[src/rtl/controlador_porta.sv]
// Sequential door-opener: multi-channel card readers with fixed priority,
// presence-held open window and lockout after repeated denied attempts.

module controlador_porta_borda (
  input  logic clk,
  input  logic rst,
  input  logic nivel,
  output logic ev
);
  logic q;

  always_ff @(posedge clk or posedge rst)
    if (rst) q <= 1'b0;
    else     q <= nivel;

  // cleared history means a card held through reset yields one event
  assign ev = nivel & ~q;
endmodule

module controlador_porta #(
  parameter int N_CANAIS   = 4,
  parameter int T_ABERTA   = 50,
  parameter int T_BLOQUEIO = 200,
  parameter int MAX_FALHAS = 3,
  localparam int CW   = (N_CANAIS > 1) ? $clog2(N_CANAIS) : 1,
  localparam int TMAX = (T_ABERTA > T_BLOQUEIO) ? T_ABERTA : T_BLOQUEIO,
  localparam int TW   = (TMAX > 1) ? $clog2(TMAX) : 1,
  localparam int FW   = $clog2(MAX_FALHAS + 1)
) (
  input  logic                clk,
  input  logic                rst,
  input  logic [N_CANAIS-1:0] cartao,
  input  logic                h,
  input  logic                p,
  output logic                F,
  output logic [CW-1:0]       canal,
  output logic                negado,
  output logic                bloqueado,
  output logic [1:0]          estado
);
  typedef enum logic [1:0] {
    FECHADA   = 2'b00,
    ABERTA    = 2'b01,
    BLOQUEADA = 2'b10
  } estado_t;

  localparam logic [TW-1:0] T_AB = TW'(T_ABERTA - 1);
  localparam logic [TW-1:0] T_BL = TW'(T_BLOQUEIO - 1);
  localparam logic [FW-1:0] MAXF = FW'(MAX_FALHAS);

  estado_t            st;
  logic [TW-1:0]      timer;
  logic [FW-1:0]      falhas;
  logic [FW-1:0]      falhas_inc;
  logic [N_CANAIS-1:0] ev;
  logic [CW-1:0]      sel;
  logic               any;

  controlador_porta_borda u_borda [N_CANAIS-1:0] (
    .clk   (clk),
    .rst   (rst),
    .nivel (cartao),
    .ev    (ev)
  );

  // lowest index wins; losing channels are simply dropped
  always_comb begin
    sel = '0;
    for (int i = N_CANAIS - 1; i >= 0; i--)
      if (ev[i]) sel = CW'(i);
  end

  assign any        = |ev;
  assign falhas_inc = falhas + FW'(1);
  assign estado     = st;

  always_ff @(posedge clk or posedge rst) begin
    if (rst) begin
      st        <= FECHADA;
      timer     <= '0;
      falhas    <= '0;
      canal     <= '0;
      negado    <= 1'b0;
      F         <= 1'b0;
      bloqueado <= 1'b0;
    end else begin
      negado <= 1'b0;
      case (st)
        FECHADA: begin
          if (any) begin
            if (h) begin
              st     <= ABERTA;
              F      <= 1'b1;
              canal  <= sel;
              timer  <= T_AB;
              falhas <= '0;
            end else begin
              negado <= 1'b1;
              if (falhas_inc == MAXF) begin
                st        <= BLOQUEADA;
                bloqueado <= 1'b1;
                timer     <= T_BL;
                falhas    <= '0;
              end else begin
                falhas <= falhas_inc;
              end
            end
          end
        end
        ABERTA: begin
          if (p) begin
            timer <= T_AB;
          end else if (timer == '0) begin
            st <= FECHADA;
            F  <= 1'b0;
          end else begin
            timer <= timer - TW'(1);
          end
        end
        BLOQUEADA: begin
          // cards still get a denial pulse here but do not count toward lockout
          negado <= any;
          if (timer == '0) begin
            st        <= FECHADA;
            bloqueado <= 1'b0;
          end else begin
            timer <= timer - TW'(1);
          end
        end
        default: begin
          st        <= FECHADA;
          F         <= 1'b0;
          bloqueado <= 1'b0;
        end
      endcase
    end
  end
endmodule
[config.mk]
export PLATFORM = sky130hd
export DESIGN_NAME = controlador_porta
export DESIGN_NICKNAME = d
export VERILOG_FILES = /design/src/rtl/controlador_porta.sv
export SDC_FILE = /design/constraint.sdc
export NUM_CORES = 1
export LEC_CHECK = 0
export CORE_MARGIN = 4
export CORE_UTILIZATION = 35
export CTS_BUF_LIST = sky130_fd_sc_hd__clkbuf_8
export CTS_CLUSTER_SIZE = 16
export DETAILED_ROUTE_END_ITERATION = 16
export DONT_BUFFER_PORTS = 1
export MAX_ROUTING_LAYER = met4
export PLACE_DENSITY_LB_ADDON = 0.1
export SYNTH_ARGS = -nofsm -noshare
export SYNTH_HDL_FRONTEND = slang
export SYNTH_SLANG_ARGS = --single-unit
[constraint.sdc]
create_clock -name clk -period 3.7 [get_ports clk]
set_input_delay 0.555 -clock clk [delete_from_list [all_inputs] [get_ports clk]]
set_output_delay 0.555 -clock clk [all_outputs]
set_load 0.02 [all_outputs]
* Word level (Yosys, flattened, before mapping) *
Index checks and enable logic that the tools add are counted.

storage, ports and cells
  register bits = 21
  output and inout port bits = 7
  bits of input ports = 8

cells by class
  reductions and logical operators = 10
  bitwise gates (word level) = 10
  mux-type cells = 30
  equal/unequal tests = 11
  $add $sub $neg = 2

operator list
  cell                                                 count
  2-to-1 mux 8 bit                                     5
  one-hot mux 8 bit (3 select lines)                   1
  2-to-1 mux 2 bit                                     11
  != test 2 bit, second input constant                 7
  AND reduction 5 bit                                  2
  2-to-1 mux 1 bit                                     9
  AND reduction 3 bit                                  3
  logical NOT 8 bit                                    1
  subtractor 8 x 1 -> 8 bit, second input constant     1
  NOT 1 bit                                            6
  one-hot mux 1 bit (3 select lines)                   2
  one-hot mux 2 bit (3 select lines)                   1
  AND 1 bit                                            4
  equality test 2 bit, second input constant           2
  OR reduction 4 bit                                   1
  != test 3 bit, second input constant                 1
  nonzero test 3 bit                                   1
  adder 2 x 1 -> 2 bit, second input constant          1
  equality test 2 x 1 -> 1 bit, second input constant  1
  logical NOT 2 bit                                    1
  one-hot mux 1 bit (2 select lines)                   1
  AND reduction 2 bit                                  1

* Depth between registers and ports, before layout *
Gate-level depths: netlist of run 1.

  depth in word-level cells = 6
  mapped depth = 7
  gate-level depth less buffers = 7

* Modules after synthesis *
A second synthesis of run 1 with hierarchy kept.

unflattened totals
  cell total of the unflattened synthesis = 138
  area, all modules = 1263.7 um^2

by module, submodules not included
  module                   area each (um^2)  times used  seq. area each (um^2)  cells an instance
  controlador_porta        1093.5            1           425.4                  126
  controlador_porta_borda  42.5              4           25.0                   3

* Worst setup path before layout of run 1 *
Ideal clock, no wire load.

  path kind = register to register
  start = register st[0], in the netlist estado[0]
  end = register timer[3]
  setup time = 121 ps
  setup slack = 1835 ps
  data required time = 3579 ps
  cell stages (with the launch flop) = 8
  data arrival time = 1744 ps
  cells stage by stage = dfrtp_1 -> inv_1 -> ha_1 -> or2b_2 -> a21oi_2 -> a211oi_2 -> o21ai_1 -> a22o_1

between the ends
  word-level cells in the longest chain between the ends = 3
  elaborated cells on any way between the ends = 8

ends and longest elaborated chain
  what                                                  line  text
  from (decl)                                           51    estado_t st;
  from (signal assigned)                                79    st <= FECHADA;
  from (signal assigned)                                92    st <= ABERTA;
  from (signal assigned)                                100   st <= BLOQUEADA;
  equality test 2 bit (tied with other cells)           88    case (st)
  nonzero test 3 bit (no line) (tied with other cells)  -
  AND reduction 3 bit (no line)                         -
  to (signal assigned)                                  117   timer <= timer - TW'(1);
  to (signal assigned)                                  127   timer <= timer - TW'(1);
  to (decl)                                             52    logic [TW-1:0] timer;

Parallel ways exist; a longest one is shown, timed or not.
A chain may end at the register's enable or synchronous reset.

* Final worst setup path of run 1 *
Ends and elaborated chain as after synthesis.

==> results of run 1 <==
-- registers in the layout (all words and copies together) (netlist names) --
signal,cells
falhas,2
estado,2
bloqueado,1
negado,1
timer,8
canal,2
F,1
u_borda.q,4
-- final cells by class --
class	count	share of cell area
sequential	21	0.4000
clock inverter	1	0.003810
tap	46	0.04381
inverter	7	0.02000
multi-input combinational	96	0.5010
clock buffer	3	0.03143
-- worst paths after layout --
| check | from | end | slack (ns) | cells after the start |
|---|---|---|---|---|
| max | estado[0]$_DFFE_PP0P_ | timer[3]$_DFFE_PP0P_ | 1.37 | 7 |
| min | cartao[1] | u_borda[1].q$_DFF_PP0_ | 0.32 | 0 |
| max reg2reg | estado[0]$_DFFE_PP0P_ | timer[3]$_DFFE_PP0P_ | 1.37 | 7 |
| min reg2reg | falhas[0]$_DFFE_PP0P_ | falhas[0]$_DFFE_PP0P_ | 0.48 | 1 |
| max in group asynchronous | rst | estado[0]$_DFFE_PP0P_ | 2.87 | 1 |
| min in group asynchronous | rst | u_borda[2].q$_DFF_PP0_ | 0.33 | 1 |
-- cells in the mapped netlist, drive strengths merged --
| master | n | area [sq um] |
|---|---|---|
| a211o | 2 | 18.77 |
| a211oi | 4 | 35.03 |
| a21boi | 1 | 7.510 |
| a21oi | 14 | 73.82 |
| a22o | 1 | 8.760 |
| a2bb2oi | 1 | 8.760 |
| and2 | 1 | 6.260 |
| and2b | 1 | 7.510 |
| and3 | 1 | 11.26 |
| buf | 2 | 16.26 |
| dfrtp | 21 | 525.5 |
| ha | 5 | 62.56 |
| inv | 7 | 26.28 |
| mux2i | 3 | 30.03 |
| nand2 | 6 | 22.52 |
| nand2b | 2 | 12.51 |
| nand3 | 1 | 5.000 |
| nor2 | 14 | 52.55 |
| nor2b | 5 | 48.80 |
| nor3 | 4 | 20.02 |
| nor3b | 3 | 22.52 |
| nor4 | 2 | 33.78 |
| nor4b | 1 | 8.760 |
| o21a | 4 | 30.03 |
| o21ai | 11 | 55.05 |
| o22a | 4 | 35.03 |
| o41ai | 3 | 26.28 |
| or2b | 1 | 8.760 |
| or3 | 1 | 6.260 |
-- metrics by stage --
stage	worst slack (ns)	power (mW)	instances
2_1_floorplan	1.835	0.8918	126
3_3_place_gp	1.449	1.004	170
3_5_place_dp	1.321	1.012	170
4_1_cts	1.326	1.169	174
5_1_grt	1.145	1.268	174
6_report	1.366	1.151	174
-- worst register-to-register path: stages, from the launching register on --
cell	delay, ns
dfrtp_1	0.49
inv_1	0.12
ha_1	0.35
or2b_2	0.26
a21oi_2	0.07
a211oi_2	0.53
o21ai_1	0.15
a22o_1	0.26
-- layer usage --
layer  share of wire  vias to the layer above  GRT usage
met1            0.46                      452     0.1670
met5               0                        -          -
li1                -                      461          -
met3           0.026                        5    0.02163
met4           0.018                        0    0.06582
met2            0.50                       10     0.2123
-- cells by family after synthesis --
| family | synth area share |
|---|---|
| adders and majority gates | 0.05102 |
| and+or+nand+nor | 0.2174 |
| AOI/OAI and AO/OA | 0.2439 |
| muxes | 0.02449 |
| buffers and inverters | 0.03469 |
| DFF | 0.4286 |
-- power breakdown --
group | total (mW) | switching (mW) | internal [mW] | leakage, nW
Clock | 0.150 | 0.0753 | 0.0750 | 0.0255
Combinational | 0.559 | 0.311 | 0.248 | 0.266
Sequential | 0.441 | 0.123 | 0.318 | 0.259
==> results by group, run 1 <==
Outcome
  • Status: completed

Floorplanning
  • Initial Utilization: 0.3646
  • Rows: 21
  • Die Width: around 67 microns
  • Ports: 15
  • Core area: 3363 sq um
  • Die Y: roughly 67 microns
  • Die area: about 4500 sq um

Drt
  • WL/cell: roughly 14 microns
  • Final WL: between 2 and 2.5 mm
  • Antenna viol nets, final: 0
  • Total number of vias: 928
  • DRC Markers: 0
  • Initial DRC count: 42
  • Drt first pass iters: 4
  • Vias per cell: 5.333

Synth
  • Synthesized area: 1226 sq um
  • Synth unique cells: 37
  • Synth Area per Inst: just under 10 sq um
  • Sequential-to-total area share from yosys stat: 0.4286
  • Ys Warns: 0
  • Yosys reg bits: 21
  • Syn Nets: ~140
  • Mapped Cells: 126

Layout
  • Final #Nets: roughly 140
  • Diodes inserted: 0
  • Finished layout cell area: about 1300 sq um
  • Layout cell share with drive strength beyond 1: 0.1094
  • Commonest non-fill, non-tap cells in the layout: dfrtp_1, nor2_1, a21oi_1
  • Commonest non-fill, non-tap cell in the layout: dfrtp_1
  • FILL cells: between 300 and 400
  • Area used by multi-input combinational logic: about 660 sq um
  • Core Util, Final: 0.3906
  • Seq. cell area: ~530 sq um
  • Layout area overhead: 7.143%

Setup path
  • CP Cell Sequence: inv_1 -> ha_1 -> or2b_2 -> a21oi_2 -> a211oi_2 -> o21ai_1 -> a22o_1
  • Worst path max stage delay: ~0.53 ns
  • Nature of the critical path startpoint: flop
  • Critical-path top delay cell: a211oi_2
  • Crit path max-delay family: compound AO/OA/AOI/OAI gates
  • Crit. End Element: flop
  • CP max FO: 12
  • Buffers & Inverters on Critical Path: 1
  • CP arrival: approximately 2.5 ns
  • Critical path class: reg -> reg
  • Worst Path Required: around 3.9 ns

Min path
  • Min-delay worst type: in -> reg

STA
  • Max Clock Freq: ~0.43 GHz
  • Fin crit share: 0.6307
  • Slew HR: 0.4629
  • Setup Total Neg Slack: 0 ns
  • Max Slew Vio Count: 0
  • Fin. Hold Viols: 0
  • Clock skew: between 0.001 and 0.0015 ns
  • Hold Slack: 0.3169 ns
  • Pin slew with the least headroom to its limit: roughly 0.80 ns
  • RSZ-0062 raised after global routing: false
  • # setup viols final: 0
  • Final min period: roughly 2.3 ns

GRT
  • Initial antenna violation count: 0
  • GRT overflow: 0
  • GRT Total Usage: 0.1344
  • Largest net degree at the start of global routing: 22
  • First-pass GRT wire length: ~4.5 mm
  • Vias in the first global route: roughly 950

Power
  • Pleak: between 0.5 and 0.6 nW
  • Peak supply drop: roughly 0.00047 V
  • Pwr per Cell Area: roughly 900 nW/um^2

CTS
  • Post-CTS sizing: 0
  • CTS Sinks: 21
  • Root Buffer: clkbuf_8
  • Maximum root-to-sink buffer count: 2
  • Post-CTS Setup Bufs: 0
  • Total CTS buffers: 3
  • CTS Hold Buffers Added: 0
  • Clock Latency Late Sink: around 0.26 ns
  • Clk pin slew, worst setup/hold paths: 0.08 ns
  • TritonCTS clock tree: done
  • H-tree depth reported by CTS: 1

Placement
  • DP Wirelength: approximately 1.9 mm
  • IO buf count: 0
  • Final Wtd Congestion: between 0.7 and 0.8
  • Dpl cell area: roughly 1300 sq um

Job
  • Max Cap Viol: 0
(Power assumes the default switching activity.)
==> run 2: changes to the inputs <==
==> constraint.sdc (replaced) <==
create_clock -name clk -period 2.2 [get_ports clk]
set_input_delay 0.33 -clock clk [delete_from_list [all_inputs] [get_ports clk]]
set_output_delay 0.33 -clock clk [all_outputs]
set_load 0.02 [all_outputs]
==> run 2 against run 1 <==
Against the previous run: sequential share of layout area shrank 0.89 points; first-iteration DRC count is 81% higher; clock power grew 76%; clock skew rose by 0.0032 ns; fmax up 19%; critical path depth is the same; utilization up 0.89 points; die area is the same; critical endpoint unchanged.
==> results by group, run 2 (same netlist as run 1, synthesis figures left out) <==
GRT
  • Grt met2 use: 0.1890 (was 0.2123)
  • Met1 global-route usage: 0.1710 (was 0.1670)
  • GR peak layer: met2 (unchanged)
  • GRT overflow: 0 (unchanged)
  • First-pass GRT wire length: 4.402 mm (was 4.457 mm)
  • Vias in the first global route: 950 (was 949)
  • Largest net degree at the start of global routing: 22 (unchanged)
  • GRT Total Usage: 0.1326 (was 0.1344)
  • Initial antenna violation count: 0 (unchanged)
  • Met3 Use GR: 0.03827 (was 0.02163)

Layout
  • Largest regs: timer (8), u_borda.q (4) (unchanged)
  • Layout area overhead: 9.592% (was 7.143%)
  • Commonest non-fill, non-tap cells in the layout: dfrtp_1, nor2_1, a21oi_1 (unchanged)
  • Non-Filler Instances: 178 (was 174)
  • Max reg flops: 8 (unchanged)
  • Final #Nets: 146 (was 142)
  • Commonest non-fill, non-tap cell in the layout: dfrtp_1 (unchanged)
  • Diodes inserted: 0 (unchanged)
  • Layout cell share with drive strength beyond 1: 0.1364 (was 0.1094)
  • Biggest register: timer (unchanged)

CTS
  • Root Buffer: clkbuf_8 (unchanged)
  • H-tree depth reported by CTS: 1 (unchanged)
  • Maximum root-to-sink buffer count: 2 (unchanged)
  • TritonCTS clock tree: done (unchanged)
  • Post-CTS sizing: 0 (unchanged)
  • Clk pin slew, worst setup/hold paths: 0.08 ns (about the same)
  • Post-CTS Setup Bufs: 0 (unchanged)
  • Total CTS buffers: 3 (unchanged)
  • CTS Hold Buffers Added: 0 (unchanged)
  • Clock Latency Late Sink: 0.26 ns (about the same)
  • CTS Sinks: 21 (unchanged)

Placement
  • Placed Instances: 174 (was 170)
  • DP Wirelength: 1.898 mm (was 1.859 mm)
  • IO buf count: 0 (unchanged)
  • Final Wtd Congestion: 0.8343 (was 0.7928)
  • Setup Slack @ Placement: 0.2577 ns (was 1.321 ns)

Power
  • Pleak: 0.5706 nW (was 0.5506 nW)
  • Pwr per Cell Area: 1484 nW/um^2 (was 875.9 nW/um^2)
  • Total power: 1.995 mW (was 1.151 mW)
  • Peak supply drop: 0.0006185 V (was 0.0004698 V)

Drt
  • Vias per cell: 5.287 (was 5.333)
  • WL/cell: 14.23 microns (was 14.29 microns)
  • Initial DRC count: 76 (was 42)
  • DRC Markers: 0 (unchanged)
  • Total number of vias: 941 (was 928)
  • Final WL: 2.533 mm (was 2.487 mm)
  • Antenna viol nets, final: 0 (unchanged)
  • Drt first pass iters: 4 (unchanged)

STA
  • RSZ-0062 raised after global routing: false (unchanged)
  • Max Clock Freq: 0.5106 GHz (was 0.4285 GHz)
  • Slew HR: 0.4590 (was 0.4629)
  • Fin crit share: 0.8902 (was 0.6307)
  • Post-route setup slack: 0.2416 ns (was 1.366 ns)
  • Fin. Hold Viols: 0 (unchanged)
  • Final min period: 1.958 ns (was 2.334 ns)
  • # setup viols final: 0 (unchanged)
  • Max Slew Vio Count: 0 (unchanged)
  • Pin slew with the least headroom to its limit: 0.8106 ns (was 0.8048 ns)
  • Clock skew: 0.004311 ns (was 0.001080 ns)
  • Setup Total Neg Slack: 0 ns (unchanged)

Setup path
  • Worst Path Required: 2.36 ns (was 3.85 ns)
  • Critical path class: reg -> reg (unchanged)
  • CP arrival: 2.12 ns (was 2.49 ns)
  • Crit. End Element: flop (unchanged)
  • CP max FO: 9 (was 12)
  • Nature of the critical path startpoint: flop (unchanged)

Floorplanning
  • Die Width: 67.19 microns (unchanged)
  • Initial Utilization: 0.3646 (unchanged)
  • Die Y: 67.19 microns (unchanged)
  • Core area: 3363 sq um (unchanged)
  • Ports: 15 (unchanged)
  • Die area: 4515 sq um (unchanged)
  • Rows: 21 (unchanged)

Min path
  • Min-delay worst type: in -> reg (unchanged)

Outcome
  • Status: completed (unchanged)

Job
  • Max Cap Viol: 0 (unchanged)
run 2: changes by cell type in the layout (fill, tap and decap cells not counted), sizes merged:
cell	change
buf	+4
run 2: power breakdown:
group / internal, mW / leakage [nW] / switching (mW)
Clock: 0.126 / 0.0255 / 0.138
Combinational: 0.447 / 0.286 / 0.562
Sequential: 0.535 / 0.259 / 0.186
run 2: final timing paths:
path	start	to	slack, ns	cells after the start
max in group asynchronous	rst	timer[2]$_DFFE_PP0P_	1.59	1
min reg2reg	falhas[0]$_DFFE_PP0P_	falhas[0]$_DFFE_PP0P_	0.50	1
max	estado[0]$_DFFE_PP0P_	timer[3]$_DFFE_PP0P_	0.24	7
max reg2reg	estado[0]$_DFFE_PP0P_	timer[3]$_DFFE_PP0P_	0.24	7
min in group asynchronous	rst	falhas[0]$_DFFE_PP0P_	0.10	1
min	cartao[1]	u_borda[1].q$_DFF_PP0_	0.09	0
run 2: layout make-up:
class,count,area [sq um]
clock buffer,3,41.29
clock inverter,1,5.005
sequential,21,525.5
inverter,7,26.28
fill,363,2019
tap,46,57.56
timing repair buffer,4,30.03
multi-input combinational,96,658.1
run 2: routing by layer:
metal	wire length (microns)	up-vias
met5	0	-
met4	49	0
met3	97	7
met2	1185	16
met1	1200	452
li1	-	466
run 2: worst max-delay path: stages, from the launching register on:
cell,delay [ns]
dfrtp_1,0.35
inv_1,0.07
ha_1,0.21
or2b_2,0.20
a21oi_2,0.07
a211oi_2,0.56
o21ai_1,0.15
a22o_1,0.25
run 2: metrics by stage:
step	hold WS (ns)	cell area, sq um	utilization
finish	0.08890	1344	0.3996
global route	0.07021	1344	0.3996
CTS	0.08243	1344	0.3996
detailed placement	0.3615	1297	0.3858
global placement	0.3615	1297	0.3858
floorplan	0.3065	1226	-
==> run 3: changes to the inputs <==
--- a/config.mk
+++ b/config.mk
@@ -6,7 +6,7 @@
 export NUM_CORES = 1
 export LEC_CHECK = 0
 export CORE_MARGIN = 4
-export CORE_UTILIZATION = 35
+export CORE_UTILIZATION = 65
 export CTS_BUF_LIST = sky130_fd_sc_hd__clkbuf_8
 export CTS_CLUSTER_SIZE = 16
 export DETAILED_ROUTE_END_ITERATION = 16
==> run 3 against run 2 <==
Against the previous run: critical path depth stayed put; critical endpoint unchanged; clock-buffer cell count unchanged; sequential cell count stayed put; sequential power barely moved; largest power group unchanged; clock skew down 0.0020 ns; critical path type unchanged; worst setup slack worse by 0.0017 ns.
==> results by group, run 3 (same netlist as run 1, synthesis figures left out) <==
Outcome
  • Status: completed (unchanged)

Placement
  • DP Wirelength: 1.714 mm (was 1.898 mm)
  • IO buf count: 0 (unchanged)
  • Final Wtd Congestion: 0.8929 (was 0.8343)

CTS
  • CTS Hold Buffers Added: 0 (unchanged)
  • CTS Sinks: 21 (unchanged)
  • Post-CTS sizing: 0 (unchanged)
  • Maximum root-to-sink buffer count: 2 (unchanged)
  • Post-CTS Setup Bufs: 0 (unchanged)
  • Total CTS buffers: 3 (unchanged)
  • H-tree depth reported by CTS: 1 (unchanged)
  • TritonCTS clock tree: done (unchanged)
  • Root Buffer: clkbuf_8 (unchanged)
  • Clk pin slew, worst setup/hold paths: 0.08 ns (about the same)
  • Clock Latency Late Sink: 0.26 ns (about the same)

Floorplanning
  • Ports: 15 (unchanged)
  • Initial Utilization: 0.6950 (was 0.3646)
  • Die Y: 51.43 microns (was 67.19 microns)
  • Rows: 15 (was 21)
  • Die area: 2645 sq um (was 4515 sq um)
  • Die Width: 51.43 microns (was 67.19 microns)
  • Core area: 1764 sq um (was 3363 sq um)

Layout
  • Biggest register: timer (unchanged)
  • Layout area overhead: 7.653% (was 9.592%)
  • FILL cells: 139 (was 363)
  • Diodes inserted: 0 (unchanged)
  • Final #Nets: 146 (unchanged)
  • Seq. cell area: 525.5 sq um (unchanged)
  • Area used by multi-input combinational logic: 658.1 sq um (unchanged)
  • Commonest non-fill, non-tap cells in the layout: dfrtp_1, nor2_1, a21oi_1 (unchanged)
  • Layout cell share with drive strength beyond 1: 0.1364 (unchanged)
  • Largest regs: timer (8), u_borda.q (4) (unchanged)
  • Commonest non-fill, non-tap cell in the layout: dfrtp_1 (unchanged)
  • Max reg flops: 8 (unchanged)

Drt
  • Initial DRC count: 22 (was 76)
  • DRC Markers: 0 (unchanged)
  • Drt first pass iters: 4 (unchanged)
  • Vias per cell: 6.006 (was 5.287)
  • WL/cell: 14.64 microns (was 14.23 microns)
  • Final WL: 2.299 mm (was 2.533 mm)
  • Total number of vias: 943 (was 941)
  • Antenna viol nets, final: 0 (unchanged)

Min path
  • Min-delay worst type: in -> async (was in -> reg)

GRT
  • Vias in the first global route: 940 (was 950)
  • GRT Total Usage: 0.2143 (was 0.1326)
  • Largest net degree at the start of global routing: 22 (unchanged)
  • First-pass GRT wire length: 4.036 mm (was 4.402 mm)
  • Initial antenna violation count: 0 (unchanged)
  • GRT overflow: 0 (unchanged)

Setup path
  • Worst r2r dst: timer[3]$_DFFE_PP0P_ (unchanged)
  • Worst setup path end: timer[3]$_DFFE_PP0P_ (unchanged)
  • Setup slack, reg-to-reg: 0.24 ns (about the same)
  • Worst Path Required: 2.36 ns (about the same)
  • CP Cell Sequence: inv_1 -> ha_1 -> or2b_2 -> a21oi_2 -> a211oi_2 -> o21ai_1 -> a22o_1 (unchanged)
  • Worst r2r src: estado[1]$_DFFE_PP0P_ (was estado[0]$_DFFE_PP0P_)
  • CP arrival: 2.12 ns (about the same)
  • Crit. End Element: flop (unchanged)
  • Nature of the critical path startpoint: flop (unchanged)
  • Crit path depth: 7 (unchanged)
  • Worst path max stage delay: 0.56 ns (about the same)
  • Critical path class: reg -> reg (unchanged)
  • Critical-path top delay cell: a211oi_2 (unchanged)
  • FF-to-FF path depth: 7 (unchanged)
  • Critical Path Start: estado[1]$_DFFE_PP0P_ (was estado[0]$_DFFE_PP0P_)
  • CP max FO: 9 (unchanged)
  • Crit path max-delay family: compound AO/OA/AOI/OAI gates (unchanged)
  • Buffers & Inverters on Critical Path: 1 (unchanged)

STA
  • Clock skew: 0.002300 ns (was 0.004311 ns)
  • # setup viols final: 0 (unchanged)
  • Fin crit share: 0.8909 (was 0.8902)
  • Max Slew Vio Count: 0 (unchanged)
  • Max Clock Freq: 0.5102 GHz (was 0.5106 GHz)
  • Final min period: 1.960 ns (was 1.958 ns)
  • Setup Total Neg Slack: 0 ns (unchanged)
  • Fin. Hold Viols: 0 (unchanged)
  • RSZ-0062 raised after global routing: false (unchanged)
  • Slew HR: 0.4770 (was 0.4590)
  • Pin slew with the least headroom to its limit: 0.7837 ns (was 0.8106 ns)

Power
  • Pwr per Cell Area: 1502 nW/um^2 (was 1484 nW/um^2)
  • Pleak: 0.5669 nW (was 0.5706 nW)
  • Total power: 1.982 mW (was 1.995 mW)
  • Peak supply drop: 0.0009294 V (was 0.0006185 V)

Job
  • Max Cap Viol: 0 (unchanged)
run 3: worst min path at each step:
stage	startpoint	endpoint	slack [ns]	depth (start not counted)
after floorplan	rst	F$_DFFE_PP0P_	0.31	1
after global placement	cartao[0]	u_borda[0].q$_DFF_PP0_	0.36	0
after detailed placement	cartao[0]	u_borda[0].q$_DFF_PP0_	0.36	0
after CTS	cartao[2]	u_borda[2].q$_DFF_PP0_	0.08	0
after global routing	cartao[0]	u_borda[0].q$_DFF_PP0_	0.07	0
final	rst	u_borda[1].q$_DFF_PP0_	0.09	1
run 3: routing by layer:
layer / vias up / routed length (microns) / global-route usage
met3: 7 / 96 / 0.03207
met5: - / 0 / -
met1: 441 / 1049 / 0.2608
li1: 468 / - / -
met2: 27 / 1093 / 0.3432
met4: 0 / 59 / 0.1135
run 3: per-stage QoR:
step	cells	util	cell area [sq um]	worst slack, ns	hold WS [ns]
2_1_floorplan	126	-	1226	0.3349	0.3065
3_3_place_gp	153	0.7206	1271	0.3219	0.3615
3_5_place_dp	153	0.7206	1271	0.2547	0.3615
4_1_cts	157	0.7482	1320	0.2494	0.08302
5_1_grt	157	0.7482	1320	0.06166	0.06656
6_report	157	0.7482	1320	0.2399	0.08670
run 3: layout make-up:
type	count	area share
Multi-Input combinational cell	96	0.4986
Clock buffer	3	0.03128
Sequential cell	21	0.3981
Timing Repair Buffer	4	0.02275
Clock inverter	1	0.005687
Tap cell	25	0.02370
Inverter	7	0.01991
run 3: power breakdown:
part	internal (mW)	switching [mW]
Clock	0.128	0.131
Combinational	0.447	0.553
Sequential	0.535	0.189
Total	1.11	0.872
